## config.mk

```make
export PLATFORM = sky130hd
export DESIGN_NAME = mux2to1_rr_arb
export DESIGN_NICKNAME = d
export VERILOG_FILES = /design/src/rtl/mux2to1_rr_arb.sv
export SDC_FILE = /design/constraint.sdc
export NUM_CORES = 1
export LEC_CHECK = 0
export BUFFER_PORTS_ARGS = -buffer_cell sky130_fd_sc_hd__buf_4
export CORE_UTILIZATION = 46
export CTS_BUF_LIST = sky130_fd_sc_hd__clkbuf_16
export CTS_CLUSTER_DIAMETER = 80
export CTS_CLUSTER_SIZE = 12
export DETAILED_ROUTE_END_ITERATION = 8
export PLACE_DENSITY = 0.76
export SYNTH_ARGS = -nofsm -noshare
export SYNTH_HDL_FRONTEND = slang
export SYNTH_SLANG_ARGS = --single-unit
```

## constraint.sdc

```tcl
create_clock -name clk -period 2.3 [get_ports clk]
set_clock_uncertainty 0.2 [all_clocks]
set_input_delay 0.46 -clock clk [delete_from_list [all_inputs] [get_ports clk]]
set_output_delay 0.46 -clock clk [all_outputs]
set_load 0.05 [all_outputs]
```

## src/rtl/mux2to1_rr_arb.sv

```systemverilog
// Two-channel round-robin arbiter with a burst limit, feeding a registered
// output stage with a valid/ready handshake to the consumer.
module mux2to1_rr_arb #(
  parameter int unsigned WIDTH     = 8,
  parameter int unsigned MAX_BURST = 4,
  parameter int unsigned CNT_W     = 3
) (
  input  logic             clk,
  input  logic             rst_n,
  input  logic             req0,
  input  logic [WIDTH-1:0] in0,
  output logic             ack0,
  input  logic             req1,
  input  logic [WIDTH-1:0] in1,
  output logic             ack1,
  output logic             sel,
  output logic [WIDTH-1:0] out,
  output logic             out_vld,
  input  logic             out_rdy
);

  typedef enum logic [1:0] {
    IDLE = 2'd0,
    GNT0 = 2'd1,
    GNT1 = 2'd2
  } state_t;

  localparam logic [CNT_W-1:0] CNT_LAST = CNT_W'(MAX_BURST - 1);

  state_t           state_q, state_d;
  logic [CNT_W-1:0] cnt_q, cnt_d;
  logic             last_q, last_d;
  logic [WIDTH-1:0] out_q, out_d;
  logic             vld_q, vld_d;
  logic             space;
  logic             done0, done1;

  // The output register can accept a word if empty or being drained this cycle.
  assign space = !vld_q || out_rdy;
  assign ack0  = (state_q == GNT0) && req0 && space;
  assign ack1  = (state_q == GNT1) && req1 && space;
  assign sel   = (state_q == GNT1);
  assign done0 = !req0 || (ack0 && (cnt_q == CNT_LAST));
  assign done1 = !req1 || (ack1 && (cnt_q == CNT_LAST));

  assign out     = out_q;
  assign out_vld = vld_q;

  always_ff @(posedge clk) begin
    if (!rst_n) begin
      state_q <= IDLE;
      cnt_q   <= '0;
      last_q  <= 1'b1;
      out_q   <= '0;
      vld_q   <= 1'b0;
    end else begin
      state_q <= state_d;
      cnt_q   <= cnt_d;
      last_q  <= last_d;
      out_q   <= out_d;
      vld_q   <= vld_d;
    end
  end

  always_comb begin
    state_d = state_q;
    cnt_d   = cnt_q;
    last_d  = last_q;
    unique case (state_q)
      IDLE: begin
        // last_q == 1 means ch1 was served most recently, so ch0 wins a tie.
        if (req0 && (!req1 || last_q)) begin
          state_d = GNT0;
        end else if (req1) begin
          state_d = GNT1;
        end
      end
      GNT0: begin
        if (ack0) begin
          cnt_d  = cnt_q + CNT_W'(1);
          last_d = 1'b0;
        end
        if (done0) begin
          cnt_d = '0;
          if (req1) begin
            state_d = GNT1;
          end else if (req0) begin
            state_d = GNT0;
          end else begin
            state_d = IDLE;
          end
        end
      end
      GNT1: begin
        if (ack1) begin
          cnt_d  = cnt_q + CNT_W'(1);
          last_d = 1'b1;
        end
        if (done1) begin
          cnt_d = '0;
          if (req0) begin
            state_d = GNT0;
          end else if (req1) begin
            state_d = GNT1;
          end else begin
            state_d = IDLE;
          end
        end
      end
      default: begin
        state_d = IDLE;
        cnt_d   = '0;
      end
    endcase
  end

  always_comb begin
    out_d = out_q;
    vld_d = vld_q;
    if (ack0) begin
      out_d = in0;
      vld_d = 1'b1;
    end else if (ack1) begin
      out_d = in1;
      vld_d = 1'b1;
    end else if (out_rdy) begin
      vld_d = 1'b0;
    end
  end

endmodule

```

---- After elaboration in Yosys (flattened, before gate mapping) ----
Index checks and enable logic that the tools add are counted.
word-level totals
  flip-flop bits (word level) ............. 15
  latch bits .............................. 0
  memory bits (writable) .................. 0
  memory bits (read-only) ................. 0
  input bits .............................. 21
  output and inout bits ................... 12
  logic and storage cells ................. 60
  memories kept ........................... 0
operators by class
  $add $sub $neg .......................... 1
  $mul .................................... 0
  divide/modulo/power cells ............... 0
  magnitude comparators ................... 0
  equality and inequality tests ........... 10
  shift operators ......................... 0
  multiplexer cells ....................... 22
  bitwise operators ....................... 1
  reduce and logical (&&, ||, !) cells .... 21
operators by type and width
  cell                                                    number
  two-way mux 8 bit                                       2
  two-way mux 2 bit                                       7
  two-way mux 3 bit                                       4
  one-hot mux 3 bit (3 select lines)                      1
  AND reduction 3 bit                                     3
  logical AND 1 bit                                       7
  two-way mux 1 bit                                       6
  inequality test 2 bit (second input constant)           3
  inequality test 3 bit (second input constant)           2
  one-hot mux 2 bit (3 select lines)                      1
  logical OR 1 bit                                        4
  nonzero test 2 bit                                      2
  adder 3 x 1 -> 3 bit (second input constant)            1
  == test 3 x 2 -> 1 bit (second input constant)          1
  logical NOT 1 bit                                       3
  inequality test 3 x 2 -> 1 bit (second input constant)  1
  nonzero test 3 bit                                      1
  == test 2 x 1 -> 1 bit (second input constant)          1
  == test 2 bit (second input constant)                   1
  logical NOT 2 bit                                       1
  inequality test 2 x 1 -> 1 bit (second input constant)  1
  one-hot mux 1 bit (2 select lines)                      1
  inverter 1 bit                                          1

---- Depth between registers and ports, before layout ----
  depth after elaboration ................. 7
  mapped depth ............................ 6
  depth with buffers taken out ............ 6

---- Worst setup path before layout ----
Ideal clock, no wire load.
  path kind ............................... register -> output
  start point ............................. register vld_q, in the netlist out_vld
  end point ............................... output ack0
  arrival ................................. 1.644 ns
  required time ........................... 1.640 ns
  path slack .............................. -0.004 ns
  cell stages (with the launch flop) ...... 5
  path buffers ............................ 1
  cell sequence ........................... dfxtp_1 -> or2b_2 -> buf_4 -> nand3_1 -> clkinv_1
between the ends
  cells in the longest elaborated chain, start to end .. 3
ends and longest elaborated chain
  what                    RTL line  source
  start, declared         34        logic vld_q, vld_d;
  start signal, assigned  61        vld_q <= vld_d;
  logical NOT 1 bit       39        assign space = !vld_q || out_rdy;
  logical OR 1 bit        39
  logical AND 1 bit       40        assign ack0 = (state_q == GNT0) && req0 && space;
  end, declared           12        output logic ack0,
No other way between the ends.

---- Final worst setup path ----
  start point ............................. register state_q[0]
  end point ............................... output ack1
between the ends
  cells in the longest elaborated chain, start to end .. 3
ends and longest elaborated chain
  what                            RTL line  source
  start, declared                 30        state_t state_q, state_d;
  start signal, assigned          57        state_q <= state_d;
  == test 2 bit                   41        assign ack1 = (state_q == GNT1) && req1 && space;
  logical AND 1 bit (2 in a row)  41
  end, declared                   15        output logic ack1,
No other way between the ends.

==> out/results.txt <==
Once layout is done, the placed cells without fillers occupy 1150 um2. The run gives 0 ns as the sum of negative setup slack. The tools report the final wirelength as 1940 um. TritonCTS built the clock tree. Data on the critical path is required at its endpoint by 1.64 ns.

In this run, synthesis produced a sequential element count of 15. The post-detailed-route via-to-cell ratio is 5.23. Measured along the y axis, the die boundary spans 44.6 um. The cell area that synthesis handed to floorplanning was 835 um2.

The post-synthesis net count was 120. The area added between synthesis and finish is 38.2%, and the largest stage delay on the critical path is 0.35 ns. The number of hold-slack violations in the final timing report was 0. The number of warnings issued by yosys is 0, and the leakage power is 0.509 nW.

The worst setup path startpoint was state_q[0]. The tools report the peak ir drop on the vdd network as 0.664 mV. The tightest min-delay check is of the flop to flop type.

From left edge to right edge, the die measures 44.6 um. For the count of different cell masters after synthesis, the log shows 32. The run gives 1430 um as the detailed placer's ending HPWL. Summing all placed instances gives a cell area of 1070 um2.

A synthesized cell averages 8.97 um2. In the final routed layout, each cell accounts on average for 12.8 um. The kind of capture point of the worst setup path is a primary output.

Slew of the pin with the lowest slew margin: 0.384 ns. The tool flagged a number of max-cap violations equal to 0. In the layout the commonest cells are sky130_fd_sc_hd__buf_4, sky130_fd_sc_hd__dfxtp_1, sky130_fd_sc_hd__nand2_1, sky130_fd_sc_hd__o21ai_0, sky130_fd_sc_hd__o22ai_1. The number of hold buffers added after CTS was 0. The first global-routing pass estimated 3170 um of wire. The latest clock arrival within the worst-skew pair is 0.24 ns.

Yosys attributes the largest share of cell area to sky130_fd_sc_hd__dfxtp_1, sky130_fd_sc_hd__ha_1, sky130_fd_sc_hd__o22ai_1. The run gives 15 as the number of clock sinks seen by CTS. For this run, the top clock speed supported by timing is 477 MHz. Total power for the finished layout comes to 1.10 mW. The cell count after synthesis came out at 93. The tools report the final-layout fill cell count as 149.

33 I/O pins were placed. The number of buffers inserted by port buffering was 32. The logs give 1 for the depth of the CTS H-tree and 0 for the number of buffers added for setup after CTS. The logs give 776 for the via count of the first global-routing pass and 10 for the largest net degree at the start of global routing.

Of all flip-flops after synthesis, the portion carrying an async set or reset was 0%. Power density relative to cell area: 955 nW/um2. The count of nets left with antenna violations once routing finished came out at 0. No sink is reached through more buffers than the 2 on the longest clock path. The run gives 0 as the number of max-slew violations in the final report. STA classifies the critical path startpoint as a flop. Among all flip-flop cells after synthesis, the most frequent one is sky130_fd_sc_hd__dfxtp_1. Broken down by cell family, the worst path's largest delay share belongs to adder cells. The number of antenna diodes in the final layout is 0.

The proportion of synthesized chip area in sequential cells is 36.0%. Summed over its instances, the top area cell type makes up 36.0% of the synthesized netlist area. The final count of negative-setup-slack endpoints was 0; the overall global routing resource usage was 22.0%. At the end of routability-driven placement, the weighted congestion stood at 0.824. In this run, CTS created clock tree buffers numbering 3.

Reg-to-reg startpoint: state_q[0]. Walking the worst path, the cells encountered are inv_1 > ha_1 > and3_2 > buf_4. Once the clock tree was built, the resizer swapped 0 gates to a different size. The die covers 1990 um2. For this run, the detailed router's first-pass iteration total came to 4. The final route contains 790 vias. The number of antenna violations at the first check in global routing came out at 0. For this run, the post-layout net count is 154. Clock tree synthesis selected as its root buffer the cell sky130_fd_sc_hd__clkbuf_16. The first routing iteration left 10 violations.

Clock-pin slew was measured on the worst setup and hold paths at 0.05 ns. For the worst setup path, the data arrival time is 1.44 ns. The tools report the hold path startpoint as out[0]. After detailed routing, the number of remaining DRC violations is 0. The synthesized design spends more area on one cell type than any other, namely sky130_fd_sc_hd__dfxtp_1.

Row generation in the floorplan step produced 15 rows. The effective utilization at floorplan came out at 48.9%. The run finished with clean final reports.

Setup repair after global routing left no endpoint under its margin. Category of the most critical setup path: flop to primary output. For the placeable core region, the log shows 1710 um2. Fraction of layout instances using a drive strength above 1: 34.9%. In this run the worst path has a maximum fanout of 8. Subtracting the final worst setup slack from the clock period gives 2.10 ns. Commonest non-fill, non-tap cell in the layout: sky130_fd_sc_hd__buf_4. On the critical path, the stage with the largest delay is an instance of sky130_fd_sc_hd__ha_1.

Counting both buffers and inverters, the worst setup path holds a total of 2. The depth of the critical timing path with buffers and inverters included is 4, and the number of enable-type register cells in the synthesized netlist is 0. Dividing the final minimum period by the clock period gives 91.2%. The number of cells on the worst reg-to-reg path is 6. The cell depth of the worst hold path was 2; the overflow left after global routing was 0. Tightest slew margin relative to the limit: 74.4%.
report_power, final:
group,switching [mW],internal (mW),total (mW)
registers,0.0288,0.301,0.330
logic,0.278,0.164,0.442
clock network,0.0995,0.230,0.329
layer usage:
layer	track usage (%)	part of all wire, %
met5	0	0
met2	40.9	50
met1	22.8	42
met3	4.08	5.7
met4	12.1	2.4
flip-flops by register name, summed over array words and instances, names as in the netlist:
signal,cells
state_q,2
last_q,1
out,8
out_vld,1
cnt_q,3
cells by family (layout without fill, tap and decap cells):
family	after synthesis	after routing	synth area share [%]
adders and majority gates	6	6	9.00
DFF	15	15	36.0
buffers and inverters	9	42	7.04
AOI/OAI and AO/OA	36	36	28.3
and+or+nand+nor	27	27	19.6
path summary, 6_finish.rpt:
check                           slack (ns)        to
worst max register to register        0.23  cnt_q[0]
worst min register to register        0.25    out[0]
worst min-delay path                  0.25    out[0]
worst max-delay path                  0.20      ack1
area by class of cell:
class,instances,area [um2],share of cell area [%]
clock inverters,1,3.75,0.325
multi-input cells,69,475,41.2
clock buffers,3,75.1,6.51
inverters,5,20.0,1.74
well taps,25,31.3,2.71
flip-flops and latches,15,300,26.0
repair buffers,33,248,21.5
synth_stat cells (2+ instances only):
cell	number
sky130_fd_sc_hd__nand2b_1	2
sky130_fd_sc_hd__o2bb2ai_1	2
sky130_fd_sc_hd__o211ai_1	2
sky130_fd_sc_hd__dfxtp_1	15
sky130_fd_sc_hd__ha_1	6
sky130_fd_sc_hd__nor2b_1	3
sky130_fd_sc_hd__a21oi_1	4
sky130_fd_sc_hd__nand2_1	11
sky130_fd_sc_hd__a22oi_1	2
sky130_fd_sc_hd__inv_1	4
sky130_fd_sc_hd__o22ai_1	9
sky130_fd_sc_hd__buf_4	2
sky130_fd_sc_hd__o21ai_0	11
sky130_fd_sc_hd__nor2_1	2
metrics by stage:
stage | setup WS (ns) | utilization (%) | hold WS, ns | cells
detailed placement | 0.254 | 62.9 | 0.243 | 147
finish | 0.202 | 67.5 | 0.246 | 151
CTS | 0.211 | 67.5 | 0.254 | 151
global route | 0.0917 | 67.5 | 0.274 | 151
floorplan | 0.0719 | - | 0.232 | 93
global placement | 0.289 | 62.9 | 0.238 | 147
worst reg2reg max path, cell delays in order (launching register included):
cell and delay, ns:
sky130_fd_sc_hd__dfxtp_1 0.34, sky130_fd_sc_hd__inv_1 0.09, sky130_fd_sc_hd__ha_1 0.35, sky130_fd_sc_hd__a22o_4 0.22, sky130_fd_sc_hd__nand3_4 0.12, sky130_fd_sc_hd__or4b_4 0.51
sky130_fd_sc_hd__o22ai_1 0.16
Power figures use the tool's default switching activity.
